==> src/rtl/maze_wall_server.sv <==
// Shared wall-lookup responder: round-robin arbitration of ghost tile queries
// onto a single-port synchronous maze ROM, returning up/down/left/right wall flags.
module maze_wall_server #(
    parameter int NUM_CLIENTS = 4,
    parameter int MAZE_W      = 28,
    parameter int MAZE_H      = 36
) (
    input  logic                     clk,
    input  logic                     reset,
    input  logic [NUM_CLIENTS-1:0]   req,
    input  logic [6*NUM_CLIENTS-1:0] reqX,
    input  logic [6*NUM_CLIENTS-1:0] reqY,
    input  logic                     doorOpen,
    output logic [NUM_CLIENTS-1:0]   ack,
    output logic [4*NUM_CLIENTS-1:0] walls,
    output logic                     busy,
    output logic                     romEn,
    output logic [9:0]               romAddr,
    input  logic [1:0]               romData
);

    localparam int         IDX_W  = (NUM_CLIENTS > 1) ? $clog2(NUM_CLIENTS) : 1;
    localparam logic [5:0] X_LIM  = 6'(MAZE_W);
    localparam logic [5:0] Y_LIM  = 6'(MAZE_H);
    localparam logic [5:0] X_LAST = 6'(MAZE_W - 1);
    localparam logic [5:0] Y_LAST = 6'(MAZE_H - 1);

    typedef enum logic [2:0] {
        S_IDLE,
        S_UP,
        S_DN,
        S_LT,
        S_RT,
        S_LAST,
        S_DONE
    } state_t;

    state_t           state;
    state_t           state_next;
    logic [IDX_W-1:0] rr_ptr;
    logic [IDX_W-1:0] grant_idx;
    logic             grant_valid;
    logic [IDX_W-1:0] cur_idx;
    logic [5:0]       cur_x;
    logic [5:0]       cur_y;
    logic             up_flag;
    logic             dn_flag;
    logic             lt_flag;
    logic [3:0]       wall_nib [NUM_CLIENTS];
    logic [5:0]       req_x_arr [NUM_CLIENTS];
    logic [5:0]       req_y_arr [NUM_CLIENTS];

    logic       invalid_pos;
    logic       force_up;
    logic       force_dn;
    logic [5:0] up_y;
    logic [5:0] dn_y;
    logic [5:0] lt_x;
    logic [5:0] rt_x;
    logic       tile_blocked;
    logic       rt_flag;

    // y*28 built from shifts so no multiplier is inferred
    function automatic logic [9:0] tile_addr(input logic [5:0] x, input logic [5:0] y);
        logic [9:0] y10;
        logic [9:0] x10;
        y10 = {4'd0, y};
        x10 = {4'd0, x};
        return (y10 << 4) + (y10 << 3) + (y10 << 2) + x10;
    endfunction

    function automatic logic decode_tile(input logic [1:0] code, input logic door_open);
        logic blocked;
        blocked = 1'b0;
        case (code)
            2'd1:    blocked = 1'b1;
            2'd2:    blocked = ~door_open;
            default: blocked = 1'b0;
        endcase
        return blocked;
    endfunction

    always_comb begin
        for (int i = 0; i < NUM_CLIENTS; i++) begin
            req_x_arr[i] = reqX[6*i +: 6];
            req_y_arr[i] = reqY[6*i +: 6];
        end
    end

    // Round-robin search starting at the pointer
    always_comb begin
        int               cand;
        logic [IDX_W-1:0] cand_idx;
        grant_valid = 1'b0;
        grant_idx   = '0;
        cand        = 0;
        cand_idx    = '0;
        for (int i = 0; i < NUM_CLIENTS; i++) begin
            cand = int'(rr_ptr) + i;
            if (cand >= NUM_CLIENTS) begin
                cand = cand - NUM_CLIENTS;
            end
            cand_idx = IDX_W'(cand);
            if (!grant_valid && req[cand_idx]) begin
                grant_valid = 1'b1;
                grant_idx   = cand_idx;
            end
        end
    end

    assign invalid_pos  = (cur_x >= X_LIM) || (cur_y >= Y_LIM);
    assign force_up     = invalid_pos || (cur_y == 6'd0);
    assign force_dn     = invalid_pos || (cur_y == Y_LAST);
    assign up_y         = cur_y - 6'd1;
    assign dn_y         = cur_y + 6'd1;
    assign lt_x         = (cur_x == 6'd0) ? X_LAST : cur_x - 6'd1;
    assign rt_x         = (cur_x == X_LAST) ? 6'd0 : cur_x + 6'd1;
    assign tile_blocked = decode_tile(romData, doorOpen);
    assign rt_flag      = invalid_pos | tile_blocked;

    always_ff @(posedge clk or posedge reset) begin
        if (reset) begin
            state <= S_IDLE;
        end else begin
            state <= state_next;
        end
    end

    // Each lookup state presents one neighbour address; forced slots skip the ROM
    always_comb begin
        state_next = state;
        romEn      = 1'b0;
        romAddr    = '0;
        busy       = (state != S_IDLE);
        case (state)
            S_IDLE: begin
                if (grant_valid) begin
                    state_next = S_UP;
                end
            end
            S_UP: begin
                state_next = S_DN;
                if (!force_up) begin
                    romEn   = 1'b1;
                    romAddr = tile_addr(cur_x, up_y);
                end
            end
            S_DN: begin
                state_next = S_LT;
                if (!force_dn) begin
                    romEn   = 1'b1;
                    romAddr = tile_addr(cur_x, dn_y);
                end
            end
            S_LT: begin
                state_next = S_RT;
                if (!invalid_pos) begin
                    romEn   = 1'b1;
                    romAddr = tile_addr(lt_x, cur_y);
                end
            end
            S_RT: begin
                state_next = S_LAST;
                if (!invalid_pos) begin
                    romEn   = 1'b1;
                    romAddr = tile_addr(rt_x, cur_y);
                end
            end
            S_LAST: state_next = S_DONE;
            S_DONE: state_next = S_IDLE;
            default: state_next = S_IDLE;
        endcase
    end

    // Grant latch and round-robin pointer
    always_ff @(posedge clk or posedge reset) begin
        if (reset) begin
            rr_ptr  <= '0;
            cur_idx <= '0;
            cur_x   <= '0;
            cur_y   <= '0;
        end else if (state == S_IDLE && grant_valid) begin
            cur_idx <= grant_idx;
            cur_x   <= req_x_arr[grant_idx];
            cur_y   <= req_y_arr[grant_idx];
            rr_ptr  <= (grant_idx == IDX_W'(NUM_CLIENTS - 1)) ? '0 : grant_idx + 1'b1;
        end
    end

    // ROM data lags the address by one state, so each capture belongs to the previous slot
    always_ff @(posedge clk or posedge reset) begin
        if (reset) begin
            up_flag <= 1'b1;
            dn_flag <= 1'b1;
            lt_flag <= 1'b1;
            ack     <= '0;
            for (int i = 0; i < NUM_CLIENTS; i++) begin
                wall_nib[i] <= 4'hF;
            end
        end else begin
            ack <= '0;
            case (state)
                S_DN:   up_flag <= force_up | tile_blocked;
                S_LT:   dn_flag <= force_dn | tile_blocked;
                S_RT:   lt_flag <= invalid_pos | tile_blocked;
                S_LAST: begin
                    wall_nib[cur_idx] <= {rt_flag, lt_flag, dn_flag, up_flag};
                    ack[cur_idx]      <= 1'b1;
                end
                default: ;
            endcase
        end
    end

    always_comb begin
        for (int i = 0; i < NUM_CLIENTS; i++) begin
            walls[4*i +: 4] = wall_nib[i];
        end
    end

endmodule

==> config.mk <==
export PLATFORM = sky130hd
export DESIGN_NAME = maze_wall_server
export DESIGN_NICKNAME = d
export VERILOG_FILES = /design/src/rtl/maze_wall_server.sv
export SDC_FILE = /design/constraint.sdc
export NUM_CORES = 1
export LEC_CHECK = 0
export BUFFER_PORTS_ARGS = -buffer_cell sky130_fd_sc_hd__buf_2
export CAP_MARGIN = 20
export CORE_ASPECT_RATIO = 2
export CORE_MARGIN = 2
export CORE_UTILIZATION = 40
export CTS_CLUSTER_DIAMETER = 100
export DETAILED_ROUTE_END_ITERATION = 7
export GPL_TIMING_DRIVEN = 1
export SYNTH_ARGS = -nofsm -noshare
export SYNTH_HDL_FRONTEND = slang
export SYNTH_SLANG_ARGS = --single-unit
export TNS_END_PERCENT = 20
==> constraint.sdc <==
create_clock -name clk -period 5.1 [get_ports clk]
set_input_delay 0.765 -clock clk [delete_from_list [all_inputs] [get_ports clk]]
set_output_delay 0.765 -clock clk [all_outputs]
set_load 0.02 [all_outputs]
## After elaboration in Yosys (flattened, before gate mapping)

Index checks and enable logic that the tools add are counted.
W data, S select, Z words.

- Bits of input ports: 57
- Memories kept: 0
- Bits in registers: 42
- Memory bits (writable): 0
- ROM bits: 0
- Bits in latches: 0

- Add/subtract/negate cells: 22
- Bitwise logic cells: 6
- Equality and inequality tests: 11
- Shift operators: 0
- Order comparisons: 15
- Divide/modulo/power cells: 0
- Reductions and logical operators: 17
- Multiplexer cells: 47
- Multiply operators: 0

Operators with widths:

| cell | number |
|---|---|
| $add A10 B6 Y10 | 4 |
| $mux W10 | 4 |
| $pmux W10 S4 | 1 |
| $mux W6 | 6 |
| $add A10 B8 Y10 | 3 |
| $add A10 B9 Y10 | 3 |
| $bmux W6 S2 | 2 |
| $mux W2 | 9 |
| $pmux W3 S6 | 1 |
| $bwmux W16 | 1 |
| $ge A3 B3 Y1 const B | 5 |
| $lt A2 B3 Y1 const B | 5 |
| $add A6 B1 Y6 const B | 2 |
| $logic_not A6 Y1 | 2 |
| $mux W1 | 12 |
| $sub A6 B1 Y6 const B | 2 |
| $bmux W1 S2 | 4 |
| $demux W4 S2 | 1 |
| $mux W4 | 2 |
| $sub A2 B1 Y2 const B | 4 |
| $add A2 B2 Y3 const B | 2 |
| $eq A3 B2 Y1 const B | 2 |
| $eq A3 B3 Y1 const B | 2 |
| $eq A6 B5 Y1 const B | 1 |
| 25 further kinds | 38 |

## Logic depth before layout (Yosys ltp)

Gate-level depths: netlist (run 1).

- Depth in word-level cells: 18
- Depth in mapped cells: 16
- Gate-level depth less buffers: 15

## Worst setup path after synthesis (run 1)

Ideal clock, no wire load.

- Path kind: flip-flop to output port
- Start: register cur_y[0]
- End: output romAddr[8]
- Stages on the path, launching flop included: 15
- Data arrival time: 3.789 ns
- Slack: 0.546 ns
- Required time: 4.335 ns
- Path through: dfrtp_1 > clkbuf_1 > inv_1 > ha_1 > xor2_1 > inv_1 > fa_1 > fa_1 > inv_1 > fa_1 > a21o_1 > a21oi_1 > xnor2_1 > a22oi_1 > a31oi_1

- Longest elaborated chain between the ends: 6
- Elaborated cells on any way between the ends: 23
- Classes of those cells: add/sub: 12; order compare: 1; eq/ne: 1; mux: 5; reduce/logical: 4

Ends and longest elaborated chain:

| what | RTL line | text |
|---|---|---|
| start: declaration | 45 | `logic [5:0] cur_y;` |
| start signal: assignment | 185 | `cur_y <= req_y_arr[grant_idx];` |
| $add A6 B1 Y6 or $sub A6 B1 Y6 (tied branches) | 115, 114 |  |
| $add A10 B9 Y10 | 69 | `return (y10 << 4) + (y10 << 3) + (y10 << 2) + x10;` |
| $add A10 B8 Y10 | 69 |  |
| $add A10 B6 Y10 | 69 |  |
| $mux W10 (on tied branches) | 150, 143 |  |
| $pmux W10 S4 (*) | 135 | `case (state)` |
| end: declaration | 18 | `output logic [9:0] romAddr,` |

Mark *: on every way between the ends. The rest lies on a longest branch, timed or not.

## Worst setup path after layout (run 1)

- Start: register cur_y[2]
- End: output romAddr[9]

Same word-level chain as after synthesis.

==> impl.org, run 1 <==
** Yosys
- The number of nets handed over by synthesis was approximately 630.
- Proportion of netlist area held by the largest area contributor :: 0.1509
- Yosys attributes the largest share of cell area to sky130_fd_sc_hd__ha_1, sky130_fd_sc_hd__dfrtp_1, sky130_fd_sc_hd__dfstp_2.
- Cell area after synthesis :: 4559 sq um
- Counting flops and latches in the post-synthesis netlist gives 42.
- Post-synthesis cell type count :: 51
- For this run, the number of Yosys warnings is 0.
- Counting flops with an async set or reset pin after synthesis yields a share of 1.000.
- Averaged over all synthesized cells, the footprint is 9.046 sq um.
- Synthesis produced a netlist whose cell count is 504.
- In the synthesized netlist the dominant register cell turns out to be sky130_fd_sc_hd__dfrtp_1.
- The largest total area in the synthesized netlist belongs to sky130_fd_sc_hd__ha_1.
- Sequential cell area fraction in the yosys report :: 0.2357
- Counting flops with a built-in enable in the synthesized netlist gives 0.

** STA
- Measured against its own limit, the worst slew margin works out to 0.2723.
- At the pin with the least slew margin, the transition time is 1089 ps.
- Shortest period the worst path allows :: approximately 4800 ps
- Final setup TNS :: 0 ps
- Min setup slack post-route :: 273.5 ps
- The hold violation count in the final report was 0.
- Period utilisation layout :: 0.9464
- The number of max-slew violations in the final report came to 0.
- Max Clock Freq :: 0.2072 GHz
- Worst clock skew :: 4.016 ps
- Unrepaired setup endpoints after global routing :: no
- Setup violations remaining at the end of the flow were counted as 0.

** Critical path
- Source of the worst register-to-register timing path :: rr_ptr[1]
- Endpoint of the worst register-to-register path :: cur_y[0]
- Data on the critical path arrives at its endpoint at a little over 4000 ps.
- Capturing element type of the critical path :: primary output
- Measured in cells, the most critical reg-to-reg path has a length of 6.
- Across all register-to-register paths, the minimum setup slack is approximately 2800 ps.
- STA puts the critical path data required time at about 4300 ps.
- Crit Path Category :: register to primary output
- In this run the worst path has a maximum fanout of 10.
- CP startpoint kind :: register

** Layout
- For this run, the post-layout net count is roughly 720.
- FF/Latch Area :: 1079 sq um
- Area growth from synthesis to layout :: 16.85%
- Share of post-route cells with drive strength above 1 :: 0.2807
- Number of filler cells placed in the layout :: between 1000 and 1500
- Leaving out filler cells and counting taps, the final layout contains 737.
- In the final layout, the multi-input gates occupy between 3000 and 4000 sq um.
- Count of antenna diodes in the layout :: 0
- Finished Cell Area :: 5328 sq um

** Clocking
- Clk Latency, worst-skew pair :: 280 ps
- Hold repair after CTS inserted 0 buffers.
- Num CTS Buffers :: 5
- Longest Clk Path Bufs :: 2
- TritonCTS built the clock tree.
- Clock Sink Count :: 42
- Clk slew on worst S/H paths :: 60 ps
- In this run the number of H-tree levels came out at 2.
- The cell sitting at the root of the clock tree is a sky130_fd_sc_hd__clkbuf_16.

** Hold path
- The worst hold path terminates at walls[14].
- The worst hold path passes through 2 cells.
- Origin of the worst min-delay path :: walls[14]
- Worst hold path type :: register to register

** Route
- Vias/cell :: 5.417
- Initial DRC count :: 138
- The final route contains about 4000 vias.
- Total wirelength of the detailed-routed design :: between 10000 and 15000 microns
- The detail route stage leaves a number of antenna-violating nets equal to 0.
- In the final routed layout, each cell accounts on average for 16.26 microns.
- The pre-antenna-repair detailed-routing pass consisted of 5 iterations.
- In the routed design, unresolved DRC markers number 0.

** Global routing
- Maximum number of pins on one net before global-route repair :: 43
- First-pass GRT wire length :: 19960 microns
- Overall global routing resource usage :: 0.2075
- The via count of the first global-routing pass was 4132.
- Remaining global-route overflow :: 0
- The initial antenna violation count is 0.

** Placed design
- Including well taps, the total number of placed cells is 725.
- Before CTS, the worst setup slack after placement is 385.5 ps.
- Routability-driven placement finished with a final weighted congestion of 0.9348.
- Port buffering added a little under 90 buffers.
- HPWL after detailed placement :: 10080 microns
- Once placement finished, the instance area stood at 5127 sq um.

** Floorplanning
- CORE AREA :: 11220 sq um
- Number of rows created at floorplan :: 55
- The die covers between 10000 and 15000 sq um.
- Io pins :: 89
- The die is between 70 and 80 microns wide.
- Die H :: 155.0 microns
- Initial Util :: 0.4065

** Status
- The run finished with clean final reports.

** Run
- Max-cap viol count :: 0
==> flip-flops by register name (all words and copies together) (netlist names), 2 cells and up, named ones only <==
name     cells
ack          4
state        3
cur_x        6
walls       16
cur_y        6
cur_idx      2
==> area by class of cell <==
type | count | share of cell area
Tap cell | 142 | 0.03335
Timing Repair Buffer | 98 | 0.09676
Multi-Input combinational cell | 401 | 0.6076
Inverter | 46 | 0.03311
Clock inverter | 2 | 0.002583
Sequential cell | 42 | 0.2024
Clock buffer | 6 | 0.02419
==> routing by layer <==
metal  up-vias  track usage  wire length (microns)  share of wire
met1      1901       0.2133                   4196           0.35
met2       111       0.3741                   6420           0.54
li1       1936            -                      -              -
met4         0       0.1617                   1012          0.084
met5         -            0                      0              0
met3        44      0.01682                    351          0.029
==> repair_timing <==
| action | 4_1_cts | 5_1_grt |
|---|---|---|
| setup endpoints to repair | 0 | 4 |
| buffers inserted | 0 | 4 |
| gates resized for setup | 0 | 8 |
==> critical path, stage by stage (launching register included) <==
cell,delay [ps]
sky130_fd_sc_hd__dfrtp_1,690
sky130_fd_sc_hd__inv_1,150
sky130_fd_sc_hd__ha_1,300
sky130_fd_sc_hd__nand2_1,110
sky130_fd_sc_hd__xnor2_1,170
sky130_fd_sc_hd__inv_1,140
sky130_fd_sc_hd__fa_1,450
sky130_fd_sc_hd__ha_1,320
sky130_fd_sc_hd__ha_1,340
sky130_fd_sc_hd__o21ai_0,180
sky130_fd_sc_hd__o21bai_1,80
sky130_fd_sc_hd__a21oi_1,190
sky130_fd_sc_hd__xnor2_1,140
sky130_fd_sc_hd__a22oi_1,80
sky130_fd_sc_hd__o221ai_1,230
sky130_fd_sc_hd__buf_2,200
==> cells in the mapped netlist (3+ instances only) <==
cell	n
sky130_fd_sc_hd__and3_1	3
sky130_fd_sc_hd__a221oi_1	3
sky130_fd_sc_hd__o21ai_2	7
sky130_fd_sc_hd__o211ai_1	3
sky130_fd_sc_hd__nand2b_1	4
sky130_fd_sc_hd__mux2i_1	25
sky130_fd_sc_hd__dfrtp_1	23
sky130_fd_sc_hd__fa_1	18
sky130_fd_sc_hd__o21ai_1	7
sky130_fd_sc_hd__xor2_1	13
sky130_fd_sc_hd__a222oi_1	3
sky130_fd_sc_hd__dfstp_2	19
sky130_fd_sc_hd__a21oi_1	27
sky130_fd_sc_hd__inv_1	45
sky130_fd_sc_hd__nand2_1	58
sky130_fd_sc_hd__clkbuf_1	9
sky130_fd_sc_hd__a21o_1	9
sky130_fd_sc_hd__a22oi_1	4
sky130_fd_sc_hd__nor2b_1	3
sky130_fd_sc_hd__a31oi_1	6
sky130_fd_sc_hd__nand3_1	6
sky130_fd_sc_hd__a211oi_1	9
sky130_fd_sc_hd__nor3_1	5
sky130_fd_sc_hd__o21bai_1	5
sky130_fd_sc_hd__mux2_2	20
sky130_fd_sc_hd__o21ai_0	25
sky130_fd_sc_hd__xnor2_1	26
sky130_fd_sc_hd__nor2_1	33
sky130_fd_sc_hd__ha_1	55
==> kinds of logic (layout without fill, tap and decap cells) <==
family,Yosys count,count (layout),share of synthesized area
DFF,42,42,0.2357
xor gates and xnor gates,39,39,0.07492
and+or+nand+nor,121,121,0.1158
adders and majority gates,73,73,0.2300
muxes,46,46,0.1076
AOI/OAI and AO/OA,122,122,0.1748
buffers and inverters,61,152,0.06119
==> through the flow <==
| step | util | hold WS [ps] |
|---|---|---|
| after floorplan | - | 452.6 |
| after global placement | 0.4571 | 447.5 |
| after detailed placement | 0.4571 | 447.9 |
| after CTS | 0.4698 | 460.5 |
| after global routing | 0.4750 | 469.8 |
| final | 0.4750 | 459.3 |
==> cell usage in the layout (no fill, tap or decap), types with 3 or more instances in the layout <==
| cell type | Yosys | final |
|---|---|---|
| sky130_fd_sc_hd__mux2i_1 | 25 | 25 |
| sky130_fd_sc_hd__a221oi_1 | 3 | 3 |
| sky130_fd_sc_hd__ha_1 | 55 | 53 |
| sky130_fd_sc_hd__o21ai_2 | 7 | 7 |
| sky130_fd_sc_hd__o21ai_0 | 25 | 25 |
| sky130_fd_sc_hd__nor2_1 | 33 | 33 |
| sky130_fd_sc_hd__a222oi_1 | 3 | 3 |
| sky130_fd_sc_hd__a21oi_1 | 27 | 27 |
| sky130_fd_sc_hd__inv_1 | 45 | 44 |
| sky130_fd_sc_hd__o21bai_1 | 5 | 5 |
| sky130_fd_sc_hd__dfrtp_2 | 0 | 3 |
| sky130_fd_sc_hd__dfstp_2 | 19 | 19 |
| sky130_fd_sc_hd__nor3_1 | 5 | 5 |
| sky130_fd_sc_hd__a22oi_1 | 4 | 4 |
| sky130_fd_sc_hd__dfrtp_1 | 23 | 20 |
| sky130_fd_sc_hd__nand2b_1 | 4 | 4 |
| sky130_fd_sc_hd__clkbuf_16 | 0 | 5 |
| sky130_fd_sc_hd__nand3_1 | 6 | 6 |
| sky130_fd_sc_hd__a31oi_1 | 6 | 6 |
| sky130_fd_sc_hd__buf_2 | 2 | 88 |
| sky130_fd_sc_hd__fa_1 | 18 | 18 |
| sky130_fd_sc_hd__nand2_1 | 58 | 58 |
| sky130_fd_sc_hd__nor2b_1 | 3 | 3 |
| sky130_fd_sc_hd__and3_1 | 3 | 3 |
| sky130_fd_sc_hd__xor2_1 | 13 | 12 |
| sky130_fd_sc_hd__a211oi_1 | 9 | 9 |
| sky130_fd_sc_hd__buf_4 | 0 | 10 |
| sky130_fd_sc_hd__a21o_1 | 9 | 9 |
| sky130_fd_sc_hd__o21ai_1 | 7 | 7 |
| sky130_fd_sc_hd__o211ai_1 | 3 | 3 |
| sky130_fd_sc_hd__xnor2_1 | 26 | 25 |
| sky130_fd_sc_hd__mux2_2 | 20 | 20 |
==> how the worst max path moves through the flow <==
stage / from / to / slack (ps) / cells past startpoint
6_report: cur_y[2] / romAddr[9] / 270 / 15
2_1_floorplan: cur_y[0] / romAddr[8] / 550 / 14
4_1_cts: cur_y[0] / romAddr[9] / 60 / 14
5_1_grt: cur_y[2] / romAddr[9] / 20 / 15
3_5_place_dp: cur_y[0] / romAddr[8] / 390 / 14
3_3_place_gp: cur_y[0] / romAddr[8] / 500 / 14
Power of run 1 is not shown: default switching activity piles up to over one toggle a cycle in this logic, so the estimate is an artifact.
==> run 2, diff against run 1 <==
- ABC_AREA: not set -> 1
==> run 2 against run 1 <==
Against the previous run:
- worst setup slack better by 160 ps
- critical path depth is the same
- via count increased by 12%
- flip-flop and latch count is the same
- fmax rose by 3.4%
- critical endpoint is now romAddr[8]
==> impl.org, run 2 <==
** Critical path
- CP max FO :: 11 (+1)
- The signal arrival time at the worst endpoint was 3900 ps (-160 ps).
- The critical path starts at cur_y[0].
- The worst stage delay on the critical path came to 550 ps (-140 ps).
- Slowest CP cell :: sky130_fd_sc_hd__fa_1
- Delay-heaviest family, CP :: adder cells
- The worst reg-to-reg setup slack is 2770 ps (-70 ps).
- The critical path goes through inv_1, ha_1, xnor2_1, xor2_1, inv_1, fa_1, inv_1, ha_1, fa_1, nand2_1, nand2_1, a21oi_1, xor2_1, o221ai_1, buf_2.
- STA classifies the critical path endpoint as a primary output.
- Worst path buffer plus inverter count :: 4 (+1)
- Depth of the most critical reg-to-reg path :: 12 (+6)
- The worst setup path is launched from a register.
- Among the stages of the critical path, the cell type that occurs most often is sky130_fd_sc_hd__inv_1.
- Endpoint of the worst register-to-register path :: rr_ptr[1]
- Required time worst endpoint :: 4340 ps (about the same)
- The critical path is of the register to primary output type.

** Yosys
- Cell area after synthesis :: 4712 sq um (+3.3%)
- Average instance area after synthesis :: 7.397 sq um (-18%)
- The number of warning messages in the yosys log is 0 (unchanged).
- Post-synthesis cell type count :: 42 (-18%)
- Proportion of netlist area held by the largest area contributor :: 0.1460 (-0.004889)
- The most used flip-flop cell after synthesis is sky130_fd_sc_hd__dfrtp_1.
- Yosys attributes the largest share of cell area to sky130_fd_sc_hd__ha_1, sky130_fd_sc_hd__dfrtp_1, sky130_fd_sc_hd__nand2_1.
- In the post-synthesis netlist, the cell with the most instances is sky130_fd_sc_hd__nand2_1.
- Library cell occupying the most area in the post-synthesis netlist :: sky130_fd_sc_hd__ha_1
- Number of enable-type register cells in the synthesized netlist :: 0 (unchanged)
- Sequential cell area fraction in the yosys report :: 0.2281 (-0.007636)
- The post-synthesis instance total was 637 (+26%).
- Commonest cells in the synthesized netlist :: sky130_fd_sc_hd__nand2_1, sky130_fd_sc_hd__nand3_1, sky130_fd_sc_hd__inv_1
- Synthesized Nets :: 767 (+21%)
- Flip-flop and latch count after synthesis :: 42 (unchanged)
- Share of flip-flops with an asynchronous set or reset after synthesis :: 1.000 (unchanged)

** STA
- The number of max-slew violations in the final report came to 0 (unchanged).
- The hold violation count in the final report came to 0 (unchanged).
- The accumulated negative setup slack was 0 ps (unchanged).
- Max Clock Freq :: 0.2143 GHz (+3.4%)
- The slew at the pin closest to its max-slew limit was 797.8 ps (-291.3 ps).
- Max-slew headroom :: 0.4643 (+0.1920)
- Unrepaired setup endpoints after global routing :: no
- The period utilization was 0.9149 (-0.03151).
- The total setup violations reported at the end of the flow was 0 (unchanged).
- Worst clock skew :: 8.198 ps (+4.182 ps)
- Shortest period the worst path allows :: 4666 ps (-160.7 ps)
- The worst hold margin came to 503.6 ps (+44.38 ps).

** Clocking
- The clock latency on the worst-skew pair is 290 ps (about the same).
- The clock edge transition at the registers on the reported setup and hold paths was 60 ps (about the same).
- The clock buffer count from CTS is 5 (unchanged).
- Root Buffer :: sky130_fd_sc_hd__clkbuf_16
- The deepest level of the CTS H-tree came to 2 (unchanged).
- TritonCTS built the clock tree.
- Longest Clk Path Bufs :: 2 (unchanged)
- The number of post-CTS setup repair buffers came to 0 (unchanged).
- The number of clock sinks is 42 (unchanged).

** Route
- Routed via count :: 4462 (+12%)
- The ratio of routed vias to standard cells was 5.158 (-4.8%).
- Pre-Repair DR Iteration Count :: 4 (-1)
- DRC violations left :: 0 (unchanged)
- The sum of routed wire length over all layers is 13150 microns (+9.8%).
- Initial DRC count :: 188 (+36%)
- Routed WL per cell :: 15.21 microns (-6.5%)
- Antenna-violating nets left :: 0 (unchanged)

** Layout
- In the layout the commonest cells are sky130_fd_sc_hd__nand2_1, sky130_fd_sc_hd__nand3_1, sky130_fd_sc_hd__buf_2.
- Most frequent standard cell in the layout excluding fill and tap cells :: sky130_fd_sc_hd__nand2_1
- The share of final-layout standard cells stronger than drive strength 1 was 0.2083 (-0.07234).
- The flip-flop count of the largest register, all copies and words added is 16 (unchanged).
- Number of filler cells placed in the layout :: 1226 (+13%)
- Fin nets :: 849 (+17%)
- Area growth from synthesis to layout :: 14.58%
- Count of antenna diodes in the layout :: 0 (unchanged)

** Floorplanning
- CORE AREA :: 11630 sq um (+3.7%)
- Area of the die :: 12720 sq um (+3.2%)
- The effective utilization at floorplan came to 0.4051 (-0.001349).
- Die H :: 157.5 microns (+1.6%)
- The number of rows in the core area is 56 (+1.8%).
- Die width :: 80.75 microns (+1.6%)
- The number of top-level design ports was 89 (unchanged).

** Status
- Run status :: finished, final reports clean

** Global routing
- The met1 capacity usage during global routing came to 0.2164 (+0.003177).
- The via count of the first global-routing pass is 4451 (+7.7%).
- In this run the most used layer during global routing was met2.
- The total overflow reported by the global router was 0 (unchanged).
- The total routing resource utilization after global routing came to 0.2187 (+0.01121).
- Antenna violations before repair :: 0 (unchanged)
- The global-route track usage on met2 came to 0.4036 (+0.02942).
- Met3 Track Usage GR :: 0.01319 (-0.003633)
- The global-route wire length before repair came to 21310 microns (+6.7%).
- Maximum number of pins on one net before global-route repair :: 43 (unchanged)

** Hold path
- Origin of the worst min-delay path :: walls[11]
- The tightest min-delay check is of the register to register type.
- Worst hold stages :: 2 (unchanged)
- Endpoint, Worst Hold :: walls[11]

** Placed design
- The post-DP HPWL is 11120 microns (+10%).
- Port bufs :: 88 (unchanged)
- The final weighted congestion in routability-driven placement came to 0.8952 (-4.2%).

** Run
- Max-cap viol count :: 0 (unchanged)
-- run 2: what timing repair did --
| action | 4_1_cts | 5_1_grt |
|---|---|---|
| hold buffers | 0 | 0 |
| endpoints found under the setup margin | 0 | 2 |
| gates resized for setup | 0 | 3 |
-- run 2: kinds of logic (layout without fill, tap and decap cells) --
| logic type | count (synthesis) | count (layout) | share of synthesized area |
|---|---|---|---|
| simple gates | 318 | 318 | 0.3136 |
| fa+ha+maj | 73 | 73 | 0.2225 |
| mux | 8 | 8 | 0.01912 |
| flops | 42 | 42 | 0.2281 |
| buf+inv | 103 | 186 | 0.09161 |
| xor+xnor | 23 | 23 | 0.04275 |
| compound gates | 70 | 70 | 0.08232 |
-- run 2: tightest hold or removal path: cells and delay by family (launching register included) --
family | cells | cell delay, ps
AO/OA/AOI/OAI | 1 | 40
flip-flops | 1 | 370
AND/OR/NAND/NOR | 1 | 90
-- run 2: layout make-up --
cell class	instances	area (sq um)	share of cell area
clock buffer	6	128.9	0.02387
clock inverter	2	13.76	0.002549
inverter	88	335.3	0.06211
multi-input combinational	492	3206	0.5937
sequential	42	1079	0.1998
tap	145	181.4	0.03360
timing repair buffer	90	455.4	0.08436
-- run 2: per-layer routing --
layer | up-vias | share of wire | routed length, microns
li1 | 2246 | - | -
met1 | 2040 | 0.35 | 4589
met2 | 132 | 0.54 | 7057
met3 | 44 | 0.025 | 329
met4 | 0 | 0.089 | 1177
met5 | - | 0 | 0
-- run 2: through the flow --
step           cells  cell area (sq um)    util  setup slack (ps)
3_3_place_gp     857               5253  0.4516             664.5
3_5_place_dp     857               5253  0.4516             576.7
6_report         865               5399  0.4642             434.2
4_1_cts          865               5395  0.4639             266.4
2_1_floorplan    637               4712       -             742.7
5_1_grt          865               5399  0.4642             13.91
-- run 2: worst max path at each step --
stage | depth (start not counted) | slack (ps) | to
floorplan | 15 | 740 | romAddr[8]
global placement | 18 | 660 | romAddr[9]
detailed placement | 18 | 580 | romAddr[9]
CTS | 18 | 270 | romAddr[9]
global route | 19 | 10 | romAddr[9]
finish | 15 | 430 | romAddr[8]
Power of run 2 is left out for the same reason.
